===== src/rtl/tc_pkg.sv =====
`default_nettype none
// ============================================================================
// tc_pkg : shared constants, FSM encoding and helpers for the TC updater
// Rev 1.0
// ============================================================================
package tc_pkg;

  localparam logic [15:0] ETYPE_PTP     = 16'h98F7;
  localparam int          TS_OFS_DEF    = 11;
  localparam int          ETYPE_OFS_DEF = 12;
  localparam int          CF_OFS_DEF    = 22;
  localparam int          CF_BYTES      = 8;
  localparam int          LAT           = 9;
  localparam logic [6:0]  BYTE_CNT_MAX  = 7'd127;

  typedef enum logic [1:0] {
    IDLE_S = 2'd0,
    HDR_S  = 2'd1,
    CF_S   = 2'd2,
    PASS_S = 2'd3
  } tc_state_e;

  function automatic int max_int(input int a, input int b);
    return (a > b) ? a : b;
  endfunction

endpackage
`default_nettype wire


===== src/rtl/tc_residence_calc.sv =====
`default_nettype none
// ============================================================================
// tc_residence_calc : wrap-aware residence, scaled to CF units, added to CF
// Rev 1.0
// ============================================================================
module tc_residence_calc #(
  parameter int              TS_W      = 19,
  parameter logic [TS_W-1:0] TIMER_MAX = TS_W'('h7A11F),
  parameter int              TICK_NS   = 8,
  parameter int              CF_SHIFT  = 16,
  parameter logic [31:0]     CF_ADJ    = 32'h0
) (
  input  logic [TS_W-1:0] timer_i,
  input  logic [TS_W-1:0] ts_i,
  input  logic [63:0]     cf_old_i,
  output logic [63:0]     cf_new_o
);

  localparam logic [TS_W:0] MODULUS = {1'b0, TIMER_MAX} + (TS_W+1)'(1);

  logic [TS_W:0] w_res;
  logic [63:0]   w_term;

  // CF_ADJ is sign-extended so a negative adjustment subtracts modulo 2^64
  always_comb begin
    if (timer_i >= ts_i) begin
      w_res = {1'b0, timer_i} - {1'b0, ts_i};
    end else begin
      w_res = {1'b0, timer_i} + MODULUS - {1'b0, ts_i};
    end
    w_term   = 64'(w_res) * 64'(TICK_NS) + {{32{CF_ADJ[31]}}, CF_ADJ};
    cf_new_o = cf_old_i + (w_term << CF_SHIFT);
  end

endmodule
`default_nettype wire


===== src/rtl/tc_calc_param.sv =====
`default_nettype none
// ============================================================================
// tc_calc_param : PTP transparent-clock correctionField updater, 9-cycle delay
// Rev 1.0
// ============================================================================
module tc_calc_param
  import tc_pkg::*;
#(
  parameter int              TS_W      = 19,
  parameter logic [TS_W-1:0] TIMER_MAX = TS_W'('h7A11F),
  parameter int              TS_OFS    = TS_OFS_DEF,
  parameter int              ETYPE_OFS = ETYPE_OFS_DEF,
  parameter logic [15:0]     ETYPE_VAL = ETYPE_PTP,
  parameter int              CF_OFS    = CF_OFS_DEF,
  parameter int              TICK_NS   = 8,
  parameter int              CF_SHIFT  = 16,
  parameter logic [31:0]     CF_ADJ    = 32'h0
) (
  input  logic        i_clk,
  input  logic        i_rst_n,
  input  logic [8:0]  iv_pkt_data,
  input  logic        i_pkt_data_wr,
  output logic [8:0]  ov_pkt_data,
  output logic        o_pkt_data_wr,
  input  logic        i_timer_rst,
  input  logic        i_tc_en,
  output logic [31:0] ov_tc_upd_cnt,
  output logic [31:0] ov_tc_err_cnt
);

  localparam int         HDR_END  = max_int(TS_OFS + 2, ETYPE_OFS + 1);
  localparam logic [6:0] IDX_TS0  = 7'(TS_OFS);
  localparam logic [6:0] IDX_TS1  = 7'(TS_OFS + 1);
  localparam logic [6:0] IDX_TS2  = 7'(TS_OFS + 2);
  localparam logic [6:0] IDX_ET0  = 7'(ETYPE_OFS);
  localparam logic [6:0] IDX_ET1  = 7'(ETYPE_OFS + 1);
  localparam logic [6:0] IDX_HDRE = 7'(HDR_END);
  localparam logic [6:0] IDX_CFL  = 7'(CF_OFS + CF_BYTES - 1);

  logic            w_wr;
  logic            w_sof;
  logic [7:0]      w_byte;
  logic [6:0]      w_idx;
  logic [6:0]      cnt_q, cnt_d;
  logic [TS_W-1:0] timer_q, timer_d;
  logic [TS_W-1:0] ts_q;
  logic [7:0]      etype_hi_q;
  logic            match_q;
  logic            w_match;
  logic [9:0]      dly_q [LAT];
  logic [63:0]     w_cf_old;
  logic [63:0]     w_cf_new;
  logic            w_cf_wr;
  tc_state_e       state_q;
  logic            en_q;
  logic [31:0]     upd_cnt_q;
  logic [31:0]     err_cnt_q;

  assign w_wr   = i_pkt_data_wr;
  assign w_sof  = i_pkt_data_wr & iv_pkt_data[8];
  assign w_byte = iv_pkt_data[7:0];
  assign w_idx  = w_sof ? 7'd0 : cnt_q;

  // The second EtherType byte may also be the last header byte, so compare live
  assign w_match = (w_idx == IDX_ET1) ? ({etype_hi_q, w_byte} == ETYPE_VAL) : match_q;
  assign w_cf_wr = (state_q == CF_S) && w_wr && !w_sof && (w_idx == IDX_CFL);

  always_comb begin
    timer_d = timer_q + TS_W'(1);
    if (i_timer_rst || (timer_q == TIMER_MAX)) begin
      timer_d = '0;
    end
    cnt_d = cnt_q;
    if (w_sof) begin
      cnt_d = 7'd1;
    end else if (w_wr && (cnt_q != BYTE_CNT_MAX)) begin
      cnt_d = cnt_q + 7'd1;
    end
  end

  always_ff @(posedge i_clk) begin
    if (!i_rst_n) begin
      timer_q <= '0;
      cnt_q   <= '0;
    end else begin
      timer_q <= timer_d;
      cnt_q   <= cnt_d;
    end
  end

  always_ff @(posedge i_clk) begin
    if (!i_rst_n) begin
      ts_q       <= '0;
      etype_hi_q <= '0;
      match_q    <= 1'b0;
    end else if (w_wr) begin
      if (w_idx == IDX_TS0) ts_q[TS_W-1:16] <= w_byte[TS_W-17:0];
      if (w_idx == IDX_TS1) ts_q[15:8]      <= w_byte;
      if (w_idx == IDX_TS2) ts_q[7:0]       <= w_byte;
      if (w_idx == IDX_ET0) etype_hi_q      <= w_byte;
      if (w_idx == IDX_ET1) match_q         <= w_match;
    end
  end

  // Incoming byte is the CF LSB; the other seven CF bytes sit in stages 0..6
  always_comb begin
    w_cf_old      = '0;
    w_cf_old[7:0] = w_byte;
    for (int k = 1; k < CF_BYTES; k++) begin
      w_cf_old[8*k +: 8] = dly_q[k-1][7:0];
    end
  end

  tc_residence_calc #(
    .TS_W      (TS_W),
    .TIMER_MAX (TIMER_MAX),
    .TICK_NS   (TICK_NS),
    .CF_SHIFT  (CF_SHIFT),
    .CF_ADJ    (CF_ADJ)
  ) u_res (
    .timer_i  (timer_q),
    .ts_i     (ts_q),
    .cf_old_i (w_cf_old),
    .cf_new_o (w_cf_new)
  );

  always_ff @(posedge i_clk) begin
    if (!i_rst_n) begin
      for (int k = 0; k < LAT; k++) begin
        dly_q[k] <= '0;
      end
    end else begin
      dly_q[0] <= {w_wr, iv_pkt_data};
      for (int k = 1; k < LAT; k++) begin
        dly_q[k] <= dly_q[k-1];
      end
      if (w_cf_wr) begin
        for (int k = 0; k < CF_BYTES; k++) begin
          dly_q[k][7:0] <= w_cf_new[8*k +: 8];
        end
      end
    end
  end

  always_ff @(posedge i_clk) begin
    if (!i_rst_n) begin
      state_q   <= IDLE_S;
      en_q      <= 1'b0;
      upd_cnt_q <= '0;
      err_cnt_q <= '0;
    end else begin
      case (state_q)
        IDLE_S: begin
          if (w_sof) begin
            state_q <= HDR_S;
            en_q    <= i_tc_en;
          end
        end
        HDR_S, CF_S: begin
          if (!w_wr) begin
            err_cnt_q <= err_cnt_q + 32'd1;
            state_q   <= IDLE_S;
          end else if (w_sof) begin
            err_cnt_q <= err_cnt_q + 32'd1;
            en_q      <= i_tc_en;
            state_q   <= HDR_S;
          end else if ((state_q == HDR_S) && (w_idx == IDX_HDRE)) begin
            state_q <= (w_match && en_q) ? CF_S : PASS_S;
          end else if (w_cf_wr) begin
            upd_cnt_q <= upd_cnt_q + 32'd1;
            state_q   <= PASS_S;
          end
        end
        PASS_S: begin
          if (!w_wr) begin
            state_q <= IDLE_S;
          end else if (w_sof) begin
            en_q    <= i_tc_en;
            state_q <= HDR_S;
          end
        end
        default: state_q <= IDLE_S;
      endcase
    end
  end

  assign ov_pkt_data   = dly_q[LAT-1][8:0];
  assign o_pkt_data_wr = dly_q[LAT-1][9];
  assign ov_tc_upd_cnt = upd_cnt_q;
  assign ov_tc_err_cnt = err_cnt_q;

endmodule
`default_nettype wire


===== config.mk =====
export PLATFORM = sky130hd
export DESIGN_NAME = tc_calc_param
export DESIGN_NICKNAME = d
export VERILOG_FILES = /design/src/rtl/tc_pkg.sv /design/src/rtl/tc_residence_calc.sv /design/src/rtl/tc_calc_param.sv
export SDC_FILE = /design/constraint.sdc
export NUM_CORES = 1
export LEC_CHECK = 0
export BUFFER_PORTS_ARGS = -buffer_cell sky130_fd_sc_hd__buf_2
export CAP_MARGIN = 40
export CORE_ASPECT_RATIO = 0.75
export CORE_UTILIZATION = 50
export CTS_BUF_LIST = sky130_fd_sc_hd__clkbuf_4 sky130_fd_sc_hd__clkbuf_8
export DETAILED_ROUTE_END_ITERATION = 16
export PLACE_DENSITY = 0.68
export SLEW_MARGIN = 0
export SYNTH_ARGS = -nofsm -noshare
export SYNTH_HDL_FRONTEND = slang
export SYNTH_HIERARCHICAL = 1
export SYNTH_SLANG_ARGS = --single-unit

===== constraint.sdc =====
create_clock -name i_clk -period 5.6 [get_ports i_clk]
set_input_delay 0.84 -clock i_clk [delete_from_list [all_inputs] [get_ports i_clk]]
set_output_delay 0.84 -clock i_clk [all_outputs]
set_load 0.01 [all_outputs]

# Yosys cells after proc, flatten, opt, wreduce, memory -nomap -nowiden
# Memory sizes are Yosys's and may differ from the RTL's.
# Index checks and enable logic that the tools add are counted.
classes:
  addsub: 8
  multipliers: 0
  div_mod_pow: 0
  n_lt_le_gt_ge: 1
  n_eq_ne: 13
  n_shift: 0
  mux: 40
  bitwise: 21
  n_reduce_logical: 19
op_table:
  columns: ["cell", "count"]
  rows:
  - ["10-bit two-way mux", 9]
  - ["32-bit by 1-bit adder with 32-bit output (second input constant)", 2]
  - ["64-bit by 39-bit adder with 64-bit output", 1]
  - ["32-bit two-way mux", 2]
  - ["8-bit two-way mux", 8]
  - ["7-bit by 4-bit equality test with 1-bit output (second input constant)", 3]
  - ["19-bit by 19-bit adder with 20-bit output (second input constant)", 1]
  - ["20-bit two-way mux", 1]
  - ["19-bit by 19-bit subtractor with 20-bit output", 1]
  - ["20-bit by 19-bit subtractor with 20-bit output", 1]
  - ["19-bit by 1-bit adder with 19-bit output (second input constant)", 1]
  - ["19-bit equality test (second input constant)", 1]
  - ["19-bit greater-or-equal comparator", 1]
  - ["1-bit bitwise OR", 17]
  - ["16-bit equality test (second input constant)", 1]
  - ["2-bit two-way mux", 6]
  - ["1-bit two-way mux", 11]
  - ["2-bit AND reduction", 4]
  - ["7-bit by 1-bit adder with 7-bit output (second input constant)", 1]
  - ["7-bit by 5-bit equality test with 1-bit output (second input constant)", 1]
  - ["7-bit two-way mux", 1]
  - ["7-bit inequality test (second input constant)", 1]
  - ["1-bit logical AND", 6]
  - ["2-bit case mux with 3 select lines", 1]
  - ["14 further kinds", 20]
totals:
  ff_bits: 113
  latchBits: 0
  ramBits: 90
  romBits: 0
  input_bits: 14
  output_inout_bits: 74
  elab_cells: 114
  mem_count: 1
mem_list:
  columns: ["memory", "words", "word_bits", "rd", "rd_ports_with_merged_regs", "write_ports", "line", "source"]
  rows:
  - ["dly_q", 9, 10, 9, 0, 9, "tc_calc_param.sv:50", "logic [9:0] dly_q [LAT];"]

# Depth between registers and ports, before layout
logic_depth:
  word_depth: 10
  depth_mapped: 24
  ltp_nobuf: 23

# Hierarchy
# Netlist, hierarchy kept.
by_module_without_submodules:
  columns: ["mod", "instances", "cells_per_inst", "area_each_um2", "seq_area_each_um2"]
  rows:
  - ["tc_calc_param", 1, 935, 7926.4, 4043.9]
  - ["tc_residence_calc", 1, 545, 3900.0, 0.0]

# Worst setup path after synthesis
# OpenSTA, ideal clock, no wires.
synth_timing:
  path_kind: "reg2reg"
  start: "register timer_q[2]"
  end: "memory dly_q[7][1], in the netlist dly_q[1][31]"
  setup_ns: 0.070
  arrival_time_ns: 4.682
  t_required_ns: 5.530
  setup_slack_ns: 0.847
  path_stages_with_launch: 20
  path_buffers: 2
  period_less_slack_ns: 4.753
  cell_sequence: "dfxtp_1 ha_1 inv_1 fa_1 o21bai_1 a311o_1 nand4b_1 a31oi_1 o311a_1 or3_1 a31o_2 ha_1 clkdlybuf4s50_2 nand2_1 o41ai_1 buf_2 nand4_1 xnor2_1 nand2_1 a21oi_1"
synth_rtl:
  columns: ["element", "line", "source"]
  rows:
  - ["start: declaration", "tc_calc_param.sv:45", "logic [TS_W-1:0] timer_q, timer_d;"]
  - ["start signal: assignment", "tc_calc_param.sv:86", "timer_q <= timer_d;"]
  - ["end: declaration", "tc_calc_param.sv:50", null]

==> results.sh <==
export IMPL_crit_buf_inv=1
export IMPL_finalWorstSetupSlack_ns=0.2728
export IMPL_track_usage=0.2301
export IMPL_die_width_um=179.6
export IMPL_vias_per_cell=5.485
export IMPL_final_area_um2=13090
export IMPL_rsz0062_at_grt="no"
export IMPL_globalRouteOverflowTotal=0
export IMPL_cts_buffers=35
export IMPL_worstMarginPinSlew_ns=0.7772
export IMPL_initial_core_util=0.5115
export IMPL_clockBufferDepth=3
export IMPL_ios=88
export IMPL_cts_tree="done"
export IMPL_critical_path_class="reg2reg"
export IMPL_path_clk_slew_ns=0.06
export IMPL_dp_slack_ns=0.2634
export IMPL_cts_hold_buffers=0
export IMPL_tns_ns=0
export IMPL_synth_nets=1579
export IMPL_yosysSeqAreaShare=0.3419
export IMPL_report_final_slew_viol_count=0
export IMPL_drt_initial_drc_count=719
export IMPL_die_area_um2=24280
export IMPL_final_common_cell="nand2_1"
export IMPL_die_h_um=135.2
export IMPL_cpMaxStageDelayCell="o311ai_0"
export IMPL_cts_sinks=202
export IMPL_crit_path_max_fanout=7
export IMPL_htreeDepth=2
export IMPL_place_area_um2=12370
export IMPL_detail_route_first_pass_iterations=11
export IMPL_cp_common_cell="a21oi_1"
export IMPL_area_growth_pct=10.71
export IMPL_cts_setup_buffers=0
export IMPL_min_from="dly_q[1][33]$_DFF_P_"
export IMPL_max_slew_margin=0.4800
export IMPL_cpPeakStageDelay_ns=0.58
export IMPL_cts_resized_gates=0
export IMPL_r2r_start="timer_q[1]$_SDFF_PP0_"
export IMPL_r2r_slack_ns=0.27
export IMPL_synth_distinct_cells=69
export IMPL_route_detailed_drc=2
export IMPL_yosysWarnings=6
export IMPL_placed_cells=1803
export IMPL_grt_antenna_before_repair=0
export IMPL_timing_final_crit_period_ns=5.327
export IMPL_grt_pass1_wl_um=46350
export IMPL_vdd_drop_max_mv=0.1808
export IMPL_layout_common_cells="224 x nand2_1, 202 x dfxtp_1, 143 x a21oi_1"
export IMPL_io_buffers=87
export IMPL_yosys_register_bits=202
export IMPL_crit_start="timer_q[1]$_SDFF_PP0_"
export IMPL_power_mw=2.961
export IMPL_setup_viol=0
export IMPL_finalHoldViolCount=0
export IMPL_core_region_area_um2=23120
export IMPL_cpLargestDelayFamily="compound AO/OA/AOI/OAI gates"
export IMPL_leakagePower_nw=5.208
export IMPL_start_kind="register"
export IMPL_wire_per_inst_um=15.13
export IMPL_nets=1639
export IMPL_violations="DRC"
export IMPL_outcome="finished, violations left"
export IMPL_synth_edf_count=0
export IMPL_hpwlAfterDp_um=20470
export IMPL_layout_drive_gt1_share=0.1126
export IMPL_netlist_area_um2=11830
export IMPL_power_density_nw_per_um2=226.2
export IMPL_synth_main_ff_cell="dfxtp_1"
export IMPL_drv_cap=0
export IMPL_required_ns=6.04
export IMPL_drt_total_wl_um=28190
export IMPL_worstSetupEndpointType="register"
export IMPL_timing_critical_path_arrival_ns=5.76
export IMPL_clock_skew_ns=0.01621
export IMPL_ant_nets=0
export IMPL_avgSynthCellArea_um2=7.991
export IMPL_root_buffer="clkbuf_8"
export IMPL_min_period_over_period=0.9513
export IMPL_synthArstFlopShare=0
export IMPL_crit_chain="ha_1 > inv_1 > fa_1 > nor2b_1 > o311ai_0 > nand2b_1 > a221o_1 > a21oi_1 > xnor2_1 > a21oi_1 > ha_1 > a211o_1 > a211o_1 > o211a_1 > or3_4 > a221oi_4 > nor2_1 > xor2_1 > nand2_1 > a21oi_1"
export IMPL_vias=10219
export IMPL_clock_fmax_mhz=187.7
export IMPL_hold_path_class="reg2reg"
export IMPL_grt_pass1_vias=9239
export IMPL_synthesis_instances=1480
export IMPL_worstSkewPairLatency_ns=0.52
export IMPL_fp_row_count=48
export IMPL_routabilityCongestion=0.8829
export IMPL_hold_worst_slack_ns=0.4317
export IMPL_final_util=0.5662
export IMPL_instances_no_fill=1863
export IMPL_antenna_cells=0
export IMPL_grt_max_degree=71
## path summary, 6_finish.rpt
path	to	depth (start not counted)
worst max register to register	dly_q[1][24]$_DFF_P_	20
worst min register to register	dly_q[2][3]$_SDFF_PN0_	1
worst max-delay path	dly_q[1][24]$_DFF_P_	20
worst min-delay path	dly_q[2][3]$_SDFF_PN0_	1
## sequential cells by signal, indices dropped and copies added (netlist names)
name           flops
dly_q             90
ov_tc_err_cnt     32
ov_tc_upd_cnt     32
timer_q           19
ts_q              19
cnt_q              7
state_q            2
en_q               1
## Yosys cell counts, types with 12 or more instances
library cell,number,share of area
xnor2_1,81,0.060
nor4_1,12,0.0063
dfxtp_1,202,0.34
fa_1,14,0.024
nand3_1,50,0.021
buf_4,19,0.012
ha_1,71,0.075
and2_1,31,0.016
inv_1,86,0.027
nand2_1,225,0.071
nor3_1,23,0.0097
a21oi_1,144,0.061
and3_1,25,0.013
a21o_1,13,0.0083
nor2_1,120,0.038
xor2_1,46,0.034
nand4_1,35,0.019
or3_1,23,0.012
o21ai_0,44,0.019
mux2i_1,18,0.015
clkbuf_1,49,0.016
## logic make-up (layout without fill, tap and decap cells)
family | count (synthesis) | after routing | share of synthesized area
flip-flops | 202 | 202 | 0.3419
adder cells (fa/ha/maj) | 85 | 85 | 0.09881
buffers and inverters | 161 | 244 | 0.05829
multiplexers | 18 | 18 | 0.01523
AND/OR/NAND/NOR | 606 | 606 | 0.2486
XOR/XNOR | 127 | 127 | 0.09405
AO/OA/AOI/OAI | 281 | 281 | 0.1430
## layer usage
layer,wire [um],vias up,global-route usage
met4,374,0,0.05699
met1,14350,4732,0.3409
met2,11880,268,0.3461
met5,0,-,0
li1,-,5186,-
met3,1593,33,0.03763
## where the power goes
part           total (mW)  internal [mW]  switching, mW  leakage, nW
logic               0.115         0.0390         0.0755         3.20
registers            1.47           1.45         0.0143         1.63
clock network        1.38          0.775          0.605        0.379
## worst register-to-register path, delay by kind of cell, from the launching register on
| family | cells | cell delay, ns |
|---|---|---|
| XOR/XNOR | 2 | 0.30 |
| AND/OR/NAND/NOR | 5 | 0.81 |
| flip-flops | 1 | 0.43 |
| AO/OA/AOI/OAI | 9 | 2.57 |
| adder cells (fa/ha/maj) | 3 | 1.07 |
| buffers and inverters | 1 | 0.09 |
## area by class of cell
type / count / area (um2)
fillers: 2185 / 10030
multi-input cells: 1117 / 7114
repair buffers: 97 / 510.5
inverters: 87 / 329.1
clock buffers: 54 / 680.7
clock inverters: 6 / 38.79
well taps: 300 / 375.4
flip-flops and latches: 202 / 4044
Power figures use the tool's default switching activity.
